File: config.mk
export PLATFORM = sky130hd
export DESIGN_NAME = fb_writer
export DESIGN_NICKNAME = d
export VERILOG_FILES = /design/src/rtl/fb_writer.sv
export SDC_FILE = /design/constraint.sdc
export NUM_CORES = 1
export LEC_CHECK = 0
export CORE_MARGIN = 4
export CORE_UTILIZATION = 30
export DETAILED_ROUTE_END_ITERATION = 16
export PLACE_DENSITY = 0.59
export SYNTH_ARGS = -nofsm -noshare
export SYNTH_HDL_FRONTEND = slang
export SYNTH_SLANG_ARGS = --single-unit
File: constraint.sdc
create_clock -name i_CLK -period 3.4 [get_ports i_CLK]
set_clock_uncertainty 0.05 [all_clocks]
set_input_delay 0.34 -clock i_CLK [delete_from_list [all_inputs] [get_ports i_CLK]]
set_output_delay 0.34 -clock i_CLK [all_outputs]
set_load 0.1 [all_outputs]
File: src/rtl/fb_writer.sv
// Framebuffer write engine: turns SETXY/PIXEL/CLEAR commands into byte writes at y*WIDTH+x.
// Optional macro FB_VBLANK_WRITE_EN restricts all writes to the vertical-sync window.
module fb_writer #(
  parameter int WIDTH  = 160,
  parameter int HEIGHT = 100,
  parameter int ADDR_W = 32
) (
  input  logic              i_CLK,
  input  logic              i_RST,
  input  logic              i_Valid,
  output logic              o_Ready,
  input  logic [1:0]        i_Cmd,
  input  logic [7:0]        i_X,
  input  logic [7:0]        i_Y,
  input  logic [7:0]        i_Data,
  input  logic              i_VS,
  output logic [ADDR_W-1:0] o_WrAddr,
  output logic [7:0]        o_WrData,
  output logic              o_WrEn,
  output logic              o_Busy,
  output logic              o_Err
);

  localparam int TOTAL = WIDTH * HEIGHT;
  localparam int CNT_W = $clog2(TOTAL + 1);
  localparam logic [CNT_W-1:0]  LAST_CNT = CNT_W'(TOTAL);
  localparam logic [7:0]        X_MAX    = 8'(WIDTH - 1);
  localparam logic [7:0]        Y_MAX    = 8'(HEIGHT - 1);
  localparam logic [ADDR_W-1:0] WIDTH_A  = ADDR_W'(WIDTH);

  localparam logic [1:0] CMD_SETXY = 2'b00;
  localparam logic [1:0] CMD_PIXEL = 2'b01;
  localparam logic [1:0] CMD_CLEAR = 2'b10;

  typedef enum logic {ST_IDLE, ST_CLEAR} state_t;

  state_t              state_reg, state_next;
  logic [7:0]          x_reg, x_next;
  logic [7:0]          y_reg, y_next;
  logic [CNT_W-1:0]    cnt_reg, cnt_next;
  logic [7:0]          fill_reg, fill_next;
  logic [ADDR_W-1:0]   addr_reg, addr_next;
  logic [7:0]          data_reg, data_next;
  logic                wren_reg, wren_next;
  logic                busy_reg, busy_next;
  logic                err_reg, err_next;

  logic                vs_ok;
  logic                accept;
  logic                xy_in_range;
  logic [ADDR_W-1:0]   pix_addr;

`ifdef FB_VBLANK_WRITE_EN
  assign vs_ok = i_VS;
`else
  logic unused_vs;
  assign unused_vs = i_VS;
  assign vs_ok     = 1'b1;
`endif

  assign o_Ready     = (state_reg == ST_IDLE) && vs_ok;
  assign accept      = i_Valid && o_Ready;
  assign xy_in_range = (32'(i_X) < WIDTH) && (32'(i_Y) < HEIGHT);
  assign pix_addr    = ADDR_W'(y_reg) * WIDTH_A + ADDR_W'(x_reg);

  always_comb begin
    state_next = state_reg;
    x_next     = x_reg;
    y_next     = y_reg;
    cnt_next   = cnt_reg;
    fill_next  = fill_reg;
    addr_next  = addr_reg;
    data_next  = data_reg;
    wren_next  = 1'b0;
    busy_next  = busy_reg;
    err_next   = 1'b0;

    case (state_reg)
      ST_IDLE: begin
        if (accept) begin
          case (i_Cmd)
            CMD_SETXY: begin
              if (xy_in_range) begin
                x_next = i_X;
                y_next = i_Y;
              end else begin
                err_next = 1'b1;
              end
            end
            CMD_PIXEL: begin
              addr_next = pix_addr;
              data_next = i_Data;
              wren_next = 1'b1;
              if (x_reg == X_MAX) begin
                x_next = 8'd0;
                y_next = (y_reg == Y_MAX) ? 8'd0 : y_reg + 8'd1;
              end else begin
                x_next = x_reg + 8'd1;
              end
            end
            CMD_CLEAR: begin
              // First fill write goes out on the accepting edge; counter tracks the next address.
              state_next = ST_CLEAR;
              busy_next  = 1'b1;
              fill_next  = i_Data;
              addr_next  = '0;
              data_next  = i_Data;
              wren_next  = 1'b1;
              cnt_next   = CNT_W'(1);
            end
            default: ;
          endcase
        end
      end
      ST_CLEAR: begin
        if (cnt_reg == LAST_CNT) begin
          state_next = ST_IDLE;
          busy_next  = 1'b0;
          x_next     = 8'd0;
          y_next     = 8'd0;
        end else if (vs_ok) begin
          addr_next = ADDR_W'(cnt_reg);
          data_next = fill_reg;
          wren_next = 1'b1;
          cnt_next  = cnt_reg + CNT_W'(1);
        end
      end
      default: state_next = ST_IDLE;
    endcase
  end

  always_ff @(posedge i_CLK) begin
    if (i_RST) begin
      state_reg <= ST_IDLE;
      x_reg     <= 8'd0;
      y_reg     <= 8'd0;
      cnt_reg   <= '0;
      fill_reg  <= 8'd0;
      addr_reg  <= '0;
      data_reg  <= 8'd0;
      wren_reg  <= 1'b0;
      busy_reg  <= 1'b0;
      err_reg   <= 1'b0;
    end else begin
      state_reg <= state_next;
      x_reg     <= x_next;
      y_reg     <= y_next;
      cnt_reg   <= cnt_next;
      fill_reg  <= fill_next;
      addr_reg  <= addr_next;
      data_reg  <= data_next;
      wren_reg  <= wren_next;
      busy_reg  <= busy_next;
      err_reg   <= err_next;
    end
  end

  assign o_WrAddr = addr_reg;
  assign o_WrData = data_reg;
  assign o_WrEn   = wren_reg;
  assign o_Busy   = busy_reg;
  assign o_Err    = err_reg;

endmodule
# --- Word-level counts from Yosys, hierarchy flattened ---
# Cells that the tools add are included.
word_totals:
  regBits: 82
  output_inout_bits: 44
  elab_cells: 82
  inputBits: 30
classes:
  muxes: 36
  bitwise_logic: 3
  multipliers: 1
  n_reduce_logical: 12
  order_cmp: 2
  n_eq_ne: 14
  add_sub_neg: 4
ops:
  columns: ["cell", "n"]
  rows:
  - ["one-hot mux 32 bit (2 select lines)", 2]
  - ["two-way mux 8 bit", 11]
  - ["one-hot mux 8 bit (2 select lines)", 5]
  - ["two-way mux 32 bit", 2]
  - ["two-way mux 14 bit", 3]
  - ["one-hot mux 14 bit (2 select lines)", 1]
  - ["adder 16 x 8 -> 17 bit", 1]
  - ["adder 8 x 1 -> 8 bit, second input constant", 2]
  - ["AND reduction 3 bit", 5]
  - ["adder 14 x 1 -> 14 bit, second input constant", 1]
  - ["== test 14 bit, second input constant", 1]
  - ["multiplier 8 x 3 -> 11 bit, second input constant", 1]
  - ["two-way mux 1 bit", 9]
  - ["== test 8 x 7 -> 1 bit, second input constant", 1]
  - ["== test 8 bit, second input constant", 1]
  - ["less-than comparator 8 x 7 -> 1 bit, second input constant", 1]
  - ["less-than comparator 8 bit, second input constant", 1]
  - ["!= test 2 x 1 -> 1 bit, second input constant", 3]
  - ["!= test 3 x 1 -> 1 bit, second input constant", 2]
  - ["!= test 3 bit, second input constant", 2]
  - ["one-hot mux 1 bit (2 select lines)", 3]
  - ["AND reduction 5 bit", 1]
  - ["!= test 2 bit, second input constant", 2]
  - ["AND reduction 4 bit", 1]
  - ["7 further kinds", 10]

# --- Longest topological paths before layout ---
# Gate-level depths: netlist (run 1).
logic_depth:
  depth_word: 6
  depth_mapped: 10
  ltp_nobuf: 9

# --- Worst setup path after synthesis (run 1) ---
# OpenSTA, ideal clock, no wires.
synth_path:
  path_type: "reg-to-reg"
  startpoint: "register y_reg[1]"
  endpoint: "register addr_reg[15], in the netlist o_WrAddr[15]"
  path_stages_with_launch: 10
  n_path_buf: 0
  arrival_ns: 2.753
  synth_period_minus_slack_ns: 2.863
  path_slack_ns: 0.537
  t_required_ns: 3.289
  setup_ns: 0.061
  path_cell_list: "dfxtp_1 ha_1 ha_1 fa_1 a211o_2 o21ai_1 xor2_2 or4b_4 nor4_2 a211o_1"
synth_between:
  elab_chain_len: 5
synth_lines:
  columns: ["element", "line", "source"]
  rows:
  - ["start, declared", "39", "logic [7:0] y_reg, y_next;"]
  - ["start signal, assigned", "147", "y_reg <= y_next;"]
  - ["multiplier 8 x 3 -> 11 bit", "64", "assign pix_addr = ADDR_W'(y_reg) * WIDTH_A + ADDR_W'(x_reg);"]
  - ["adder 16 x 8 -> 17 bit", "64", null]
  - ["one-hot mux 32 bit (2 select lines)", "81", "case (i_Cmd)"]
  - ["two-way mux 32 bit", "80", "if (accept) begin"]
  - ["one-hot mux 32 bit (2 select lines)", "78", "case (state_reg)"]
  - ["end signal, assigned", "150", "addr_reg <= addr_next;"]
  - ["end, declared", "42", "logic [ADDR_W-1:0] addr_reg, addr_next;"]
# Every way passes these cells. The select of a mux whose other input is x is not followed.
# A chain may end at the register's enable or synchronous reset.

# --- Final worst setup path (run 1) ---
# Same ends and word-level chain as after synthesis.

==> results of run 1 <==
==> how the worst max path moves through the flow <==
stage                  start           end  slack [ns]
finish              y_reg[1]  o_WrAddr[15]        0.32
detailed placement  y_reg[1]  o_WrAddr[15]        0.34
global placement    y_reg[1]  o_WrAddr[15]        0.39
floorplan           y_reg[1]  o_WrAddr[15]        0.54
global route        y_reg[1]  o_WrAddr[15]        0.17
CTS                 y_reg[1]  o_WrAddr[15]        0.30
==> worst reg2reg max path, cell delays in order (launching register included) <==
cell and delay, ns:
dfxtp_1 0.50, ha_1 0.30, ha_1 0.25, fa_1 0.41, a211o_2 0.38, o21ai_1 0.14, xor2_2 0.12, or4b_4 0.51
nor4_2 0.25, a211o_1 0.12
==> metal layers <==
| metal | GRT usage | share of wire |
|---|---|---|
| met1 | 0.180 | 0.47 |
| met2 | 0.222 | 0.48 |
| met3 | 0.0260 | 0.038 |
| met4 | 0.0427 | 0.013 |
| met5 | 0 | 0 |
==> power breakdown <==
group | internal (mW) | switching [mW] | leakage, nW
Combinational | 0.124 | 0.336 | 1.13
Clock | 0.662 | 0.357 | 0.155
Sequential | 0.815 | 0.0285 | 0.544
Total | 1.60 | 0.722 | 1.83
==> synth_stat cells (3+ instances only) <==
cell / n
dfxtp_1: 67
nand2_1: 48
and2_1: 4
o21ai_0: 5
a22o_1: 3
a211oi_1: 14
nor3_1: 12
buf_2: 7
a222oi_1: 5
inv_1: 13
mux2i_1: 10
clkbuf_1: 8
nor2_1: 58
a221oi_1: 3
nor2b_1: 4
xor2_1: 13
ha_1: 22
buf_4: 17
xnor2_1: 14
a2bb2oi_1: 3
nor3b_1: 4
a21oi_1: 25
a31oi_1: 5
o21a_1: 4
o2bb2ai_1: 9
a22oi_1: 3
nand3_1: 19
nand4_1: 4
and3_1: 4
==> logic make-up (layout without fill, tap and decap cells) <==
| group | count (synthesis) | after routing | share of synthesized area |
|---|---|---|---|
| muxes | 10 | 10 | 0.0256 |
| adders and majority gates | 24 | 24 | 0.0807 |
| AOI/OAI and AO/OA | 102 | 102 | 0.196 |
| and+or+nand+nor | 179 | 179 | 0.225 |
| buffers and inverters | 47 | 90 | 0.0637 |
| other | 1 | 15 | 0.000960 |
| DFF | 67 | 67 | 0.343 |
| xor gates and xnor gates | 28 | 28 | 0.0647 |
==> layout make-up <==
| type | instances | area, µm² |
|---|---|---|
| timing repair buffer | 61 | 593 |
| sequential | 67 | 1340 |
| multi-input combinational | 358 | 2370 |
| inverter | 13 | 48.8 |
| clock buffer | 10 | 239 |
| clock inverter | 6 | 88.8 |
| fill | 1305 | 7780 |
| tap | 172 | 215 |
==> per-stage QoR <==
| step | instances | utilization | hold slack, ns | setup slack [ns] |
|---|---|---|---|---|
| after CTS | 687 | 0.386 | 0.409 | 0.303 |
| after floorplan | 472 | - | 0.386 | 0.537 |
| after detailed placement | 671 | 0.360 | 0.399 | 0.340 |
| after global routing | 687 | 0.386 | 0.428 | 0.170 |
| after global placement | 671 | 0.360 | 0.392 | 0.386 |
| final | 687 | 0.386 | 0.406 | 0.320 |
==> flow_metrics.py, run 1 <==
metrics = {
    "status": {
        "status": "finished clean",
    },
    "synthesis": {
        "netlist.area_leader.share": 0.343,
        "ys_seq_elements": 67,
        "synthTopCellsByArea": "dfxtp_1 34%, ha_1 7.0%, nor2_1 5.6%, nand2_1 4.6%, buf_4 3.3%",
        "netlist_instances": 458,
        "yosysTopAreaCell": "dfxtp_1",
        "yosysUniqueCellTypes": 68,
        "synthesis.area_um2": 3910,
        "synth_ff_type": "dfxtp_1",
        "seq_area_frac_synth": 0.343,
        "synth_edf_count": 0,
        "yosys_warnings": 0,
        "synthArstFlopShare": 0,
        "syn_area_per_cell_um2": 8.53,
    },
    "hold_path": {
        "whs_endpoint": "fill_reg[1]",
        "min-delay-start": "fill_reg[1]",
        "hold_class": "reg2reg",
        "holdPathStages": 2,
    },
    "worst_setup_path": {
        "worst_r2r_path_depth": 9,
        "end_kind": "flop",
        "worst-path-buf-inv": 0,
        "crit_fanout": 7,
        "worstReg2RegEnd": "o_WrAddr[15]",
        "cp_data_required_time_ns": 3.63,
        "crit_slowest_cell": "or4b_4",
        "cp_cell_sequence": "ha_1, ha_1, fa_1, a211o_2, o21ai_1, xor2_2, or4b_4, nor4_2, a211o_1",
        "worstSetupStartpointType": "flop",
        "cp_common_cell": "ha_1",
        "critical_path_arrival_ns": 3.31,
        "cpPeakStageDelay_ns": 0.51,
        "reg2reg_slack_ns": 0.32,
        "rr_startpoint": "y_reg[1]",
        "crit_cells": 9,
        "cp_top_family": "adder cells",
        "path_class": "reg2reg",
    },
    "global_routing": {
        "gr-usage-all-layers": 0.135,
        "grt_pass1_wl_mm": 16.1,
        "grt_antenna_before_repair": 0,
        "grt_max_degree": 51,
        "grt_overflow": 0,
        "grt_pass1_vias": 3228,
    },
    "die": {
        "core_area_um2": 12700,
        "die_h_um": 122,
        "die_x_um": 122,
        "dieArea_um2": 14900,
        "initial_core_util": 0.308,
        "rows": 41,
        "io_pins": 74,
    },
    "layout": {
        "final_cell_mix": "67 x dfxtp_1, 58 x nor2_1, 55 x clkdlybuf4s50_1",
        "syn_to_final_growth_pct": 25.3,
        "largest_register_ff_count": 17,
        "stdcell_area_um2": 4890,
        "final_common_cell": "dfxtp_1",
        "drive_gt1_frac": 0.0680,
        "fin_nets": 564,
        "diodes": 0,
    },
    "placement": {
        "place_congestion": 0.834,
        "port_buffers": 57,
        "placed_cell_area_um2": 4570,
        "dp_hpwl_mm": 7.47,
    },
    "power": {
        "ir_worst_vdd_mv": 0.203,
        "p_per_area_nw_per_um2": 474,
        "p_leak_nw": 1.83,
        "total_power_mw": 2.32,
    },
    "timing": {
        "tns_ns": 0,
        "drv_slew": 0,
        "timing.fmax_mhz": 325,
        "finalSetupViolCount": 0,
        "post-route-period-util": 0.906,
        "max-slew-margin-rel": 0.331,
        "min_period_ns": 3.08,
        "hold_viol": 0,
        "max_slew.worst_pin.slew_ns": 1.00,
        "rsz0062_at_grt": "false",
    },
    "clocking": {
        "cts_tree": "built",
        "cts_buffers": 9,
        "ctsHoldBuffers": 0,
        "clk_pin_slew_ns": 0.06,
        "ctsResizeCount": 0,
        "htree_levels": 3,
        "ctsRootBufferMaster": "clkbuf_16",
        "cts_sinks": 67,
        "cts_setup_buffers": 0,
        "cts.path.max_buffers": 2,
        "clk_latency_ns": 0.33,
    },
    "routing": {
        "routed_wl_mm": 10.1,
        "firstDrtPassIters": 4,
        "via_per_inst": 4.93,
        "drc_errors": 0,
        "antenna_left": 0,
        "drtIter0Drc": 143,
        "vias": 3390,
        "routedWlPerCell_um": 14.7,
    },
    "flow_run": {
        "maxCapViolCount": 0,
    },
}
(Power assumes the default switching activity.)
==> inputs of run 2 (changes only) <==
--- a/config.mk
+++ b/config.mk
@@ -5,6 +5,7 @@
 export SDC_FILE = /design/constraint.sdc
 export NUM_CORES = 1
 export LEC_CHECK = 0
+export CAP_MARGIN = 15
 export CORE_MARGIN = 4
 export CORE_UTILIZATION = 30
 export DETAILED_ROUTE_END_ITERATION = 16
==> results of run 2 <==
Same layout as run 1: the final DEF is identical, and so are final timing and power.
